==> src/rtl/nxm_status_if.sv <==
// NXM status bus bundle: bus-monitor pulse, CPU address, CSR write port,
// microcode page-fail handshake and status/count readback.
interface nxm_status_if #(
  parameter int CNTW = 8
);
  logic            nxmINTR;
  logic [0:35]     cpuADDRO;
  logic            csrWRITE;
  logic [0:35]     csrDATA;
  logic            nxmPFACK;
  logic            nxmPFREQ;
  logic [0:35]     nxmSTATUS;
  logic [0:CNTW-1] nxmCOUNT;

  modport master (
    output nxmINTR,
    output cpuADDRO,
    output csrWRITE,
    output csrDATA,
    output nxmPFACK,
    input  nxmPFREQ,
    input  nxmSTATUS,
    input  nxmCOUNT
  );

  modport slave (
    input  nxmINTR,
    input  cpuADDRO,
    input  csrWRITE,
    input  csrDATA,
    input  nxmPFACK,
    output nxmPFREQ,
    output nxmSTATUS,
    output nxmCOUNT
  );
endinterface

==> src/rtl/nxm_status.sv <==
// NXM status: captures the first failing address, raises a page-fail
// request until acked, flags overruns and counts NXM events (saturating).
// Ports: clk, rst (sync, active-high), bus (nxm_status_if.slave):
//   in  nxmINTR, cpuADDRO, csrWRITE, csrDATA, nxmPFACK
//   out nxmPFREQ, nxmSTATUS, nxmCOUNT
module nxm_status #(
  parameter int CNTW = 8
) (
  input logic        clk,
  input logic        rst,
  nxm_status_if.slave bus
);

  localparam logic [1:0] S_IDLE = 2'd0;
  localparam logic [1:0] S_REQ  = 2'd1;
  localparam logic [1:0] S_HELD = 2'd2;

  localparam logic [CNTW-1:0] CNT_MAX = '1;

  logic [1:0]      state_q, state_d;
  logic [1:0]      eff_st;
  logic            valid_q, valid_d;
  logic            ovr_q, ovr_d;
  logic            pf_q, pf_d;
  logic [21:0]     addr_q, addr_d;
  logic [CNTW-1:0] cnt_q, cnt_d;
  logic [CNTW-1:0] cnt_base;

  logic clr_err;
  logic clr_cnt;
  logic intr;
  logic ack;

  assign intr    = bus.nxmINTR;
  assign ack     = bus.nxmPFACK;
  assign clr_err = bus.csrWRITE & bus.csrDATA[0];
  assign clr_cnt = bus.csrWRITE & bus.csrDATA[1];

  wire unused_bits = ^{bus.csrDATA[2:35], bus.cpuADDRO[0:13]};

  always_comb begin
    state_d = state_q;
    valid_d = valid_q;
    ovr_d   = ovr_q;
    addr_d  = addr_q;

    // A clear error lands first, so a same-cycle event is seen from IDLE.
    if (clr_err) begin
      valid_d = 1'b0;
      ovr_d   = 1'b0;
      addr_d  = '0;
    end

    eff_st = clr_err ? S_IDLE : state_q;
    if (eff_st == 2'b11) begin
      eff_st = S_IDLE;
    end
    state_d = eff_st;

    case (eff_st)
      S_REQ: begin
        if (intr) begin
          ovr_d = 1'b1;
        end
        if (ack) begin
          state_d = S_HELD;
        end
      end
      S_HELD: begin
        if (intr) begin
          ovr_d = 1'b1;
        end
      end
      default: begin
        if (intr) begin
          addr_d  = bus.cpuADDRO[14:35];
          valid_d = 1'b1;
          ovr_d   = 1'b0;
          state_d = S_REQ;
        end
      end
    endcase

    pf_d = (state_d == S_REQ);
  end

  // Counter clear applies before the increment: clear + pulse gives 1.
  always_comb begin
    cnt_base = clr_cnt ? '0 : cnt_q;
    cnt_d    = cnt_base;
    if (intr && (cnt_base != CNT_MAX)) begin
      cnt_d = cnt_base + 1'b1;
    end
  end

  always_ff @(posedge clk) begin
    if (rst) begin
      state_q <= S_IDLE;
      valid_q <= 1'b0;
      ovr_q   <= 1'b0;
      pf_q    <= 1'b0;
      addr_q  <= '0;
      cnt_q   <= '0;
    end else begin
      state_q <= state_d;
      valid_q <= valid_d;
      ovr_q   <= ovr_d;
      pf_q    <= pf_d;
      addr_q  <= addr_d;
      cnt_q   <= cnt_d;
    end
  end

  assign bus.nxmPFREQ  = pf_q;
  assign bus.nxmSTATUS = {valid_q, ovr_q, pf_q, 11'b0, addr_q};
  assign bus.nxmCOUNT  = cnt_q;

endmodule

==> src/flat_wrapper.sv <==
// flat-port wrapper written by rule: the top's interface ports become plain ports
module nxm_status_flat 
#(
  parameter int CNTW = 8
)
  (clk, rst, bus_nxmINTR, bus_cpuADDRO, bus_csrWRITE, bus_csrDATA, bus_nxmPFACK, bus_nxmPFREQ, bus_nxmSTATUS, bus_nxmCOUNT);
  nxm_status_if #(.CNTW(CNTW)) bus_i ();
  input logic clk;
  input logic rst;
  input wire logic [$bits(bus_i.nxmINTR)-1:0] bus_nxmINTR;
  input wire logic [$bits(bus_i.cpuADDRO)-1:0] bus_cpuADDRO;
  input wire logic [$bits(bus_i.csrWRITE)-1:0] bus_csrWRITE;
  input wire logic [$bits(bus_i.csrDATA)-1:0] bus_csrDATA;
  input wire logic [$bits(bus_i.nxmPFACK)-1:0] bus_nxmPFACK;
  output wire logic [$bits(bus_i.nxmPFREQ)-1:0] bus_nxmPFREQ;
  output wire logic [$bits(bus_i.nxmSTATUS)-1:0] bus_nxmSTATUS;
  output wire logic [$bits(bus_i.nxmCOUNT)-1:0] bus_nxmCOUNT;
  assign bus_i.nxmINTR = bus_nxmINTR;
  assign bus_i.cpuADDRO = bus_cpuADDRO;
  assign bus_i.csrWRITE = bus_csrWRITE;
  assign bus_i.csrDATA = bus_csrDATA;
  assign bus_i.nxmPFACK = bus_nxmPFACK;
  assign bus_nxmPFREQ = bus_i.nxmPFREQ;
  assign bus_nxmSTATUS = bus_i.nxmSTATUS;
  assign bus_nxmCOUNT = bus_i.nxmCOUNT;
  nxm_status #(.CNTW(CNTW)) u_core (.clk(clk), .rst(rst), .bus(bus_i));
endmodule
==> config.mk <==
export PLATFORM = sky130hd
export DESIGN_NAME = nxm_status_flat
export DESIGN_NICKNAME = d
export VERILOG_FILES = /design/src/rtl/nxm_status_if.sv /design/src/rtl/nxm_status.sv /design/src/flat_wrapper.sv
export SDC_FILE = /design/constraint.sdc
export NUM_CORES = 1
export LEC_CHECK = 0
export CAP_MARGIN = 10
export CORE_UTILIZATION = 35
export DETAILED_ROUTE_END_ITERATION = 10
export PLACE_DENSITY = 0.86
export REMOVE_ABC_BUFFERS = 1
export SLEW_MARGIN = 20
export SYNTH_ARGS = -nofsm -noshare
export SYNTH_HDL_FRONTEND = slang
export SYNTH_SLANG_ARGS = --single-unit
==> constraint.sdc <==
create_clock -name clk -period 3.5 [get_ports clk]
set_input_delay 0.7 -clock clk [delete_from_list [all_inputs] [get_ports clk]]
set_output_delay 0.7 -clock clk [all_outputs]
set_load 0.02 [all_outputs]
==> results.cfg, run 1 <==
[drt]
routed_wl_mm = 3.378
dr_total_vias = 1324
viasPerCell = 5.112
drc = 0
antenna_left = 0
dr.pass1.iters = 4
avgRoutedWirePerCell_um = 13.04
drt-initial-drc-count = 37

[yosys]
yosys.cell_types.count = 33
yosysTopAreaCell = dfxtp_1
synth.area.top_cells = dfxtp_1 47%, a22o_1 13%, buf_4 7.5%, ha_1 2.5%, a21oi_1 2.3%
syn_area_um2 = 1494
yosysSeqAreaShare_pct = 46.90
synthDominantCellAreaShare_pct = 46.90
yosys_warnings = 0
ys_seq_elements = 35
syn-instance-count = 151
avgSynthCellArea_um2 = 9.894

[sta]
min_period_ns = 2.877
slew_viol_final = 0
max_freq_mhz = 347.6
worstMarginPinSlew_ns = 0.9040
setup_viol_count_final = 0
finalHoldViolCount = 0
rsz0062_at_grt = no
setup_tns_ns = 0
period_share_pct = 82.20
skew_ns = 0.004194
slew_headroom_pct = 39.67

[grt]
grt_max_degree = 23
overflow = 0
grt_antenna_before_repair = 0
grt_pass1_wl_mm = 4.857
grt_pass1_vias = 1046
grt_usage_pct = 14.52

[clock_tree]
cts_tree = done
insertion_delay_ns = 0.27
cts.hold.buffers_added = 0
cts_resized = 0
clock-root-buffer = clkbuf_8
cts_buffers = 5
cts.clk_slew.worst_paths_ns = 0.06
clockBufferDepth = 2
postCtsSetupBuffers = 0
cts_num_sinks = 35
cts_max_level = 2

[floorplan]
ios = 122
fp.dieW_um = 67.33
start_util_pct = 36.82
core_um2 = 4058
row_count = 23
dieArea_um2 = 4533
die_y_um = 67.33

[min_path]
min_path_type = flop to flop
hold_path_startpoint = u_core.valid_q

[place]
gp_congestion = 0.8519
io_buffer_count = 62
dp_cells = 253
hpwl_mm = 2.383

[finish]
layout_commonest_cell = clkdlybuf4s50_1
synthToLayoutAreaGrowth_pct = 44.05
most-common-layout-cells = 62 x clkdlybuf4s50_1, 35 x dfxtp_1, 22 x a22o_1
antennaDiodeCount = 0
layout-drive-gt1-share_pct = 4.306
finalNetCount = 290
final_cells = 259

[pwr]
p_per_area_nw_per_um2 = 398.8
power.leakage_nw = 0.8301
vdd_drop_max_v = 0.0002035

[critical_path]
r2r_setup_slack_ns = 1.55
required_ns = 3.71
r2r_start = u_core.state_q[1]
crit_start = bus_csrWRITE
cp-start-kind = input pin
critPathCaptureType = flop
critPathKind = input pin to flop
cp_max_fo = 22
critPathArrivalTime_ns = 3.09

[run_status]
status = complete, no violations

[run]
drv_cap = 0
## synth_stat cells, drive strengths merged
cell and instances:
a211oi 3, a21boi 3, a21oi 7, a22o 22, a2bb2oi 1, a311oi 2
a31o 1, a31oi 3, a41oi 2, and2 3, and3 5, and4 1
buf 21, conb 1, dfxtp 35, ha 3, inv 7, mux2 1
nand2 9, nand2b 2, nand3 3, nand3b 3, nand4 2, nor2 2
nor2b 1, nor3 2, nor4b 1, o2111ai 1, o21ai 4
## critical path, cell delays in order
cell             delay, ns
clkdlybuf4s50_1       0.56
nand2_1               0.16
and2_1                0.21
ha_1                  0.33
nand2_1               0.14
nor2_2                0.71
a22o_1                0.27
## cells by family after synthesis
group | Yosys count | share of synthesized area, %
AO/OA/AOI/OAI | 49 | 25.21
flip-flops | 35 | 46.90
AND/OR/NAND/NOR | 34 | 13.06
buffers and inverters | 28 | 11.31
adder cells (fa/ha/maj) | 3 | 2.513
multiplexers | 1 | 0.7537
other | 1 | 0.2510
## final timing paths
check | end | cells after the start
hold / removal | u_core.valid_q | 2
setup / recovery | u_core.addr_q[8] | 7
hold reg to reg | u_core.valid_q | 2
setup reg to reg | u_core.addr_q[8] | 5
## report_power, final
part	total [W]	leakage (nW)	internal [W]	switching [W]
Clock	0.000255	0.0371	0.000132	0.000122
Combinational	0.000171	0.506	0.0000872	0.0000840
Sequential	0.000432	0.287	0.000421	0.0000115
## stage by stage
| stage | worst slack [ns] | hold WS, ns | total power (W) | util [%] | area (um^2) |
|---|---|---|---|---|---|
| final | 0.6229 | 0.4632 | 0.0008583 | 53.04 | 2152 |
| after detailed placement | 0.2874 | 0.4530 | 0.0006124 | 51.25 | 2079 |
| after floorplan | 1.369 | 0.5281 | 0.0005211 | - | 1389 |
| after CTS | 0.5662 | 0.4620 | 0.0008701 | 53.04 | 2152 |
| after global placement | 0.3574 | 0.4429 | 0.0006088 | 51.25 | 2079 |
| after global routing | 0.3974 | 0.4832 | 0.0009008 | 53.04 | 2152 |
## state kept, by name, summed over array words and instances, names as in the netlist
signal	flops
u_core.addr_q	22
u_core.bus.nxmCOUNT	8
u_core.bus.nxmPFREQ	1
u_core.ovr_q	1
u_core.state_q	2
u_core.valid_q	1
## cell type report
type / count / area (um^2)
Multi-Input combinational cell: 98 / 661.9
Tap cell: 50 / 62.56
Clock buffer: 6 / 72.57
Inverter: 7 / 26.28
Fill cell: 379 / 1906
Timing Repair Buffer: 63 / 628.1
Sequential cell: 35 / 700.7
## layer usage
layer  global-route usage (%)  wire length, um  up-vias
met5                        0                0        -
met3                    6.081              283        2
met1                    17.21             1506      610
li1                         -                -      644
met2                    23.50             1579       68
met4                    4.787                8        0
No activity file was read; power rests on OpenSTA's default activity.
==> run 2: changes to the inputs <==
CORE_UTILIZATION = 32   (was 35)
PLACE_DENSITY = 0.79   (was 0.86)
clock period = 2.75 ns   (was 3.5 ns; I/O delays follow)
==> results.cfg, run 2 (synthesis gave the netlist of run 1 again) <==
[run_status]
status = complete, no violations

[drt]
drc = 0
viasPerCell = 5.154
avgRoutedWirePerCell_um = 13.62
dr.pass1.iters = 4
drt-initial-drc-count = 58
antenna_left = 0
routed_wl_mm = 3.637
dr_total_vias = 1376

[clock_tree]
insertion_delay_ns = 0.28
clockBufferDepth = 2
cts_max_level = 2
cts_num_sinks = 35
postCtsSetupBuffers = 0
cts.hold.buffers_added = 0
cts_resized = 0
cts_tree = done
cts.clk_slew.worst_paths_ns = 0.07
cts_buffers = 5
clock-root-buffer = clkbuf_8

[critical_path]
r2r-end = u_core.addr_q[19]
required_ns = 2.97
crit_start = bus_csrWRITE
r2r_start = u_core.state_q[1]
cp-endpoint = u_core.addr_q[19]
r2r_setup_slack_ns = 0.88
cp-start-kind = input pin
critPathArrivalTime_ns = 2.68
r2r_cells = 5
critPathCaptureType = flop
cp_max_fo = 22
critPathKind = input pin to flop

[grt]
grt_antenna_before_repair = 0
overflow = 0
use_met2_pct = 23.49
grt_usage_pct = 14.64
grt_pass1_wl_mm = 5.768
grt_pass1_vias = 1199
grt.busiest_layer = met2
grt_max_degree = 23
use_met3_pct = 4.762
met1_usage_pct = 18.73

[pwr]
combPwrFrac_pct = 17.0
p_per_area_nw_per_um2 = 587.2
total_power_w = 0.001320
p_seq_share_pct = 41.7
p_int_w = 0.001011
vdd_drop_max_v = 0.0002589
p_clk_share_pct = 41.3
swShare_pct = 23.41
switchingPower_w = 0.0003091
power.leakage_nw = 0.8768

[finish]
layout_commonest_cell = clkdlybuf4s50_1
largest-register = u_core.addr_q
layout-drive-gt1-share_pct = 7.442
most-common-layout-cells = 62 x clkdlybuf4s50_1, 35 x dfxtp_1, 22 x a22o_1
synthToLayoutAreaGrowth_pct = 50.50
largest_reg_flops = 22
antennaDiodeCount = 0
finalNetCount = 294

[sta]
finalHoldViolCount = 0
setup_viol_count_final = 0
skew_ns = 0.004482
layout_setup_ws_ns = 0.2957
slew_headroom_pct = 41.06
period_share_pct = 89.25
max_freq_mhz = 407.4
slew_viol_final = 0
rsz0062_at_grt = no
worstMarginPinSlew_ns = 0.8831
setup_tns_ns = 0
min_period_ns = 2.454

[floorplan]
start_util_pct = 33.84
dieArea_um2 = 4946
ios = 122
core_um2 = 4414
fp.dieW_um = 70.33
row_count = 24
die_y_um = 70.33

[place]
place_ws_ns = 0.001786
hpwl_mm = 2.617
gp_congestion = 0.8062
io_buffer_count = 62

[run]
drv_cap = 0

[min_path]
worstHoldPathCells = 1
hold_path_startpoint = u_core.addr_q[6]
min_path_type = flop to flop
## run 2: worst min path at each step
stage | to
after floorplan | u_core.valid_q
after global placement | u_core.valid_q
after detailed placement | u_core.addr_q[12]
after CTS | u_core.valid_q
after global routing | u_core.addr_q[18]
final | u_core.addr_q[6]
## run 2: routing by layer
| layer | share of wire [%] | wire (um) |
|---|---|---|
| met3 | 9.7 | 354 |
| met4 | 0.63 | 23 |
| met1 | 45 | 1644 |
| met2 | 44 | 1614 |
| met5 | 0 | 0 |
## run 2: cell type report
class                      count  area, um^2
inverter                       7       26.28
fill                         390        2166
tap                           52       65.06
timing repair buffer          67       658.1
multi-input combinational     98       661.9
sequential                    35       700.7
clock inverter                 3       67.56
clock buffer                   5       68.82
## run 2: power by group through the flow
stage	clock network [W]	logic (W)	registers [W]
2_1_floorplan	0	0.0000689	0.000594
3_3_place_gp	0	0.000220	0.000560
3_5_place_dp	0	0.000223	0.000562
4_1_cts	0.000559	0.000225	0.000550
5_1_grt	0.000576	0.000240	0.000553
6_report	0.000546	0.000224	0.000551
## run 2: worst max-delay path, stage by stage
cell,delay [ns]
clkdlybuf4s50_1,0.50
nand2_1,0.09
and2_1,0.18
ha_1,0.32
nand2_1,0.09
nor2_2,0.68
a22o_1,0.27
## run 2: through the flow
step                      std cells  util [%]  cell area (um^2)  hold WS (ns)
after floorplan                 140         -              1389        0.5281
after global placement          259     47.85              2112        0.4435
after detailed placement        259     47.85              2112        0.4536
after CTS                       267     50.94              2248        0.4712
after global routing            267     50.94              2248        0.4936
final                           267     50.94              2248        0.4743
